## src/rtl/load_store_unit.sv

```systemverilog
// Load/store unit bridging a valid/ready CPU request port to a single-port
// RAM with a one-cycle registered read. One access is in flight at a time:
// IDLE accepts, ACCESS presents the address to the RAM, CAPTURE picks up load
// data, RESP holds the response until the CPU takes it.
module load_store_unit #(
  parameter int ADDR_BITS = 10,
  parameter int DATA_BITS = 16
) (
  input  logic                 clk,
  input  logic                 rst_n,
  input  logic                 req_valid,
  output logic                 req_ready,
  input  logic                 req_store,
  input  logic [15:0]          req_addr,
  input  logic [DATA_BITS-1:0] req_wdata,
  output logic                 resp_valid,
  input  logic                 resp_ready,
  output logic [DATA_BITS-1:0] resp_rdata,
  output logic                 resp_err,
  output logic [ADDR_BITS-1:0] ram_addr,
  output logic [DATA_BITS-1:0] ram_write_data,
  output logic                 ram_write_enable,
  input  logic [DATA_BITS-1:0] ram_read_data,
  output logic [15:0]          access_count
);

  typedef enum logic [1:0] {IDLE, ACCESS, CAPTURE, RESP} state_t;

  state_t                 state_q, state_d;
  logic                   valid_q, valid_d;
  logic [DATA_BITS-1:0]   rdata_q, rdata_d;
  logic                   err_q, err_d;
  logic [ADDR_BITS-1:0]   addr_q, addr_d;
  logic [DATA_BITS-1:0]   wdata_q, wdata_d;
  logic                   we_q, we_d;
  logic [15:0]            count_q, count_d;

  // Next-state and datapath register updates for the access sequence.
  always_comb begin
    state_d   = state_q;
    valid_d   = valid_q;
    rdata_d   = rdata_q;
    err_d     = err_q;
    addr_d    = addr_q;
    wdata_d   = wdata_q;
    we_d      = we_q;
    count_d   = count_q;
    req_ready = (state_q == IDLE);
    case (state_q)
      IDLE: begin
        if (req_valid) begin
          // Out-of-range upper bits only flag an error; the access still
          // goes ahead on the truncated address.
          addr_d  = req_addr[ADDR_BITS-1:0];
          wdata_d = req_wdata;
          we_d    = req_store;
          err_d   = |req_addr[15:ADDR_BITS];
          state_d = ACCESS;
        end
      end
      ACCESS: begin
        if (we_q) begin
          we_d    = 1'b0;
          valid_d = 1'b1;
          rdata_d = '0;
          state_d = RESP;
        end else begin
          state_d = CAPTURE;
        end
      end
      CAPTURE: begin
        rdata_d = ram_read_data;
        valid_d = 1'b1;
        state_d = RESP;
      end
      RESP: begin
        if (resp_ready) begin
          valid_d = 1'b0;
          count_d = count_q + 16'd1;
          state_d = IDLE;
        end
      end
      default: state_d = IDLE;
    endcase
  end

  // State and register bank with synchronous active-low reset.
  always_ff @(posedge clk) begin
    if (!rst_n) begin
      state_q <= IDLE;
      valid_q <= 1'b0;
      rdata_q <= '0;
      err_q   <= 1'b0;
      addr_q  <= '0;
      wdata_q <= '0;
      we_q    <= 1'b0;
      count_q <= '0;
    end else begin
      state_q <= state_d;
      valid_q <= valid_d;
      rdata_q <= rdata_d;
      err_q   <= err_d;
      addr_q  <= addr_d;
      wdata_q <= wdata_d;
      we_q    <= we_d;
      count_q <= count_d;
    end
  end

  // The write strobe is masked by reset so a store caught in ACCESS is not
  // committed by the RAM on the reset edge itself.
  assign ram_write_enable = we_q & rst_n;
  assign ram_addr         = addr_q;
  assign ram_write_data   = wdata_q;
  assign resp_valid       = valid_q;
  assign resp_rdata       = rdata_q;
  assign resp_err         = err_q;
  assign access_count     = count_q;

endmodule

```

## config.mk

```make
export PLATFORM = sky130hd
export DESIGN_NAME = load_store_unit
export DESIGN_NICKNAME = d
export VERILOG_FILES = /design/src/rtl/load_store_unit.sv
export SDC_FILE = /design/constraint.sdc
export NUM_CORES = 1
export LEC_CHECK = 0
export BUFFER_PORTS_ARGS = -buffer_cell sky130_fd_sc_hd__buf_2
export CAP_MARGIN = 20
export CORE_UTILIZATION = 40
export CTS_CLUSTER_SIZE = 30
export DETAILED_ROUTE_END_ITERATION = 16
export PLACE_DENSITY = 0.73
export SYNTH_ARGS = -nofsm -noshare
export SYNTH_HDL_FRONTEND = slang
export SYNTH_SLANG_ARGS = --single-unit
export TNS_END_PERCENT = 5
```

## constraint.sdc

```tcl
create_clock -name clk -period 1.9 [get_ports clk]
set_clock_uncertainty 0.2 [all_clocks]
set_input_delay 0.38 -clock clk [delete_from_list [all_inputs] [get_ports clk]]
set_output_delay 0.38 -clock clk [all_outputs]
set_load 0.1 [all_outputs]
```

==> results.py <==
metrics = {
    "run_status": {
        "status": "finished, final reports clean",
    },
    "layout": {
        "mostFrequentLayoutCell": "buf_2",
        "nets": 462,
        "area_delta_synth_final_pct": 39.56,
        "final_cell_mix": "buf_2, nand2_1, dfxtp_1",
        "n_antenna_cell": 0,
        "fin_cells": 484,
        "drive_above_1_share_pct": 39.36,
        "fillers": 573,
    },
    "cts": {
        "cts.htree.levels": 3,
        "cts_tree": "done",
        "cts_root_buffer": "clkbuf_8",
        "numCtsBuffers": 9,
        "cts.clk_slew.worst_paths_ns": 0.07,
        "hold_buffers": 0,
        "clk_latency_ns": 0.32,
        "numClockSinks": 63,
        "cts_setup_buffers": 0,
        "cts_buffer_depth": 2,
    },
    "timing": {
        "fmax_ghz": 0.5635,
        "rsz0062_at_grt": "no",
        "final.period_utilization_pct": 93.41,
        "postLayoutSetupSlackWorst_ns": 0.1253,
        "min_period_ns": 1.775,
        "setup_viol": 0,
        "slew_violations": 0,
        "worstMarginPinSlew_ns": 0.5069,
        "relSlewSlack_pct": 66.44,
        "hold_viol": 0,
    },
    "logic_synthesis": {
        "mappedNetlistArea_um2": 2426,
        "postSynthCellCount": 283,
        "synth_async_sr_flop_share_pct": 0,
        "yosysWarningCount": 0,
        "seq_area_frac_synth_pct": 51.99,
        "syn_nets": 341,
        "synth-edff-count": 0,
        "postSynthAreaPerCell_um2": 8.573,
        "synth-main-ff-cell": "dfxtp_1",
        "yosys_register_bits": 63,
        "synth_cell_types": 38,
    },
    "setup_path": {
        "rrSetupSlack_ns": 0.13,
        "rr_endpoint": "access_count[15]$_SDFFE_PN0P_",
        "cp_data_arrival_time_ns": 1.83,
        "crit_required_ns": 1.96,
        "worst-path-max-fanout": 5,
        "cp-end-kind": "flop",
        "ff2ff_path_depth": 5,
        "critPathKind": "reg -> reg",
        "rr_startpoint": "state_q[0]$_SDFFE_PN0P_",
        "crit_path_start_kind": "flop",
    },
    "routing": {
        "drt-total-wl_mm": 5.816,
        "first_iter_violations": 48,
        "vias": 2354,
        "wl_per_cell_um": 12.02,
        "drc": 0,
        "routed_via_density": 4.864,
        "antenna_left": 0,
        "first_pass_iters": 5,
    },
    "grt": {
        "grt_pass1_wl_mm": 9.432,
        "first_global_vias": 2160,
        "track_usage_pct": 19.05,
        "overflow": 0,
        "antenna_found_initial": 0,
        "grt_max_degree": 39,
    },
    "die": {
        "die_w_um": 79.88,
        "die_y_um": 79.88,
        "num_rows": 28,
        "die_area_um2": 6381,
        "core_area_um2": 5886,
        "ios": 115,
        "start_util_pct": 41.22,
    },
    "placed_design": {
        "detailed_place_hpwl_mm": 4.116,
        "port_buffers": 114,
        "dp_cells": 468,
        "place_ws_ns": 0.06499,
        "place.gp.congestion": 0.8088,
    },
    "hold_path": {
        "hold-path-cell-count": 3,
        "hold_path.class": "in -> reg",
        "min-delay-start": "req_wdata[7]",
        "holdPathEnd": "ram_write_data[7]$_SDFFE_PN0P_",
    },
    "power_and_ir_drop": {
        "pwr_density_cell_nw_per_um2": 1555,
        "leakage_nw": 1.566,
        "vdd_drop_max_mv": 0.8667,
    },
    "job": {
        "maxCapViolCount": 0,
    },
}
## metal layers
metal  global-route usage, %  vias to the layer above  share of wire, %
li1                        -                     1205                 -
met1                   21.23                     1077                44
met2                   32.99                       70                49
met3                   7.657                        2               7.2
met4                   5.893                        0              0.26
met5                       0                        -                 0
## critical path, cell delays in order, from the launching register on
cell	delay (ns)
dfxtp_1	0.36
ha_2	0.22
and4_1	0.22
nand2_1	0.09
or4_1	0.48
a21oi_1	0.15
## area by class of cell
| cell class | count | area (um2) | area share, % |
|---|---|---|---|
| repair buffers | 125 | 695.7 | 20.55 |
| clock buffers | 13 | 158.9 | 4.693 |
| flip-flops and latches | 63 | 1297 | 38.32 |
| clock inverters | 3 | 17.52 | 0.5174 |
| multi-input cells | 198 | 1096 | 32.37 |
| inverters | 7 | 26.28 | 0.7761 |
| well taps | 75 | 93.84 | 2.772 |
## cell families (layout without fill, tap and decap cells)
| group | Yosys count | count (layout) | share of synthesized area (%) |
|---|---|---|---|
| AND/OR/NAND/NOR | 120 | 120 | 22.33 |
| flip-flops | 63 | 63 | 51.99 |
| AO/OA/AOI/OAI | 60 | 60 | 14.85 |
| buffers and inverters | 22 | 148 | 3.455 |
| XOR/XNOR | 11 | 11 | 3.971 |
| adder cells (fa/ha/maj) | 5 | 5 | 2.579 |
| multiplexers | 2 | 2 | 0.8252 |
## worst max-delay path by stage
stage / from / endpoint / slack [ns]
floorplan: access_count[3]$_SDFFE_PN0P_ / access_count[14]$_SDFFE_PN0P_ / -0.07
global placement: state_q[1]$_SDFFE_PN0P_ / access_count[15]$_SDFFE_PN0P_ / 0.13
detailed placement: state_q[1]$_SDFFE_PN0P_ / access_count[15]$_SDFFE_PN0P_ / 0.06
CTS: state_q[1]$_SDFFE_PN0P_ / access_count[15]$_SDFFE_PN0P_ / 0.06
global route: state_q[0]$_SDFFE_PN0P_ / access_count[15]$_SDFFE_PN0P_ / 0.02
finish: state_q[0]$_SDFFE_PN0P_ / access_count[15]$_SDFFE_PN0P_ / 0.13
## report_power, final
| group | internal, mW | total [mW] | switching (mW) |
|---|---|---|---|
| sequential | 1.51 | 1.62 | 0.102 |
| combinational | 0.592 | 2.62 | 2.03 |
| clock | 0.541 | 1.03 | 0.485 |
| total | 2.65 | 5.26 | 2.62 |
## per-stage QoR
stage	instance area, um2	utilization, %	hold WS, ns	power [mW]	setup TNS [ns]
floorplan	2476	-	0.2764	3.714	-0.1302
global placement	3206	54.46	0.2383	4.232	0
detailed placement	3206	54.46	0.2432	4.280	0
CTS	3382	57.46	0.07035	5.319	0
global route	3386	57.53	0.07475	5.564	0
finish	3386	57.53	0.08456	5.265	0
## flip-flops by register name (all words and copies together), names as in the netlist
name	cells
access_count	16
ram_addr	10
ram_write_data	16
resp_err	1
resp_rdata	16
resp_valid	1
state_q	2
we_q	1
## synthesized netlist by cell type, types with 2 or more instances
cell type	instances	area (um2)
mux2i_1	2	20.02
nor2_1	30	112.6
nand4_1	4	25.02
inv_1	6	22.52
clkbuf_1	12	45.04
ha_1	5	62.56
nor3_1	3	15.01
nand3_1	6	30.03
xor2_1	7	61.31
o21ai_0	3	15.01
nand2_1	62	232.7
nor4_1	2	12.51
and4_1	2	17.52
a22oi_1	16	120.1
xnor2_1	4	35.03
dfxtp_1	63	1261
buf_1	2	7.510
a21oi_1	33	165.2
and2_1	2	12.51
## timing repair
item,in CTS,in global routing
endpoints found under the setup margin,0,5
hold endpoints to repair,0,0
gates resized for setup,0,2
(Power assumes the default switching activity.)
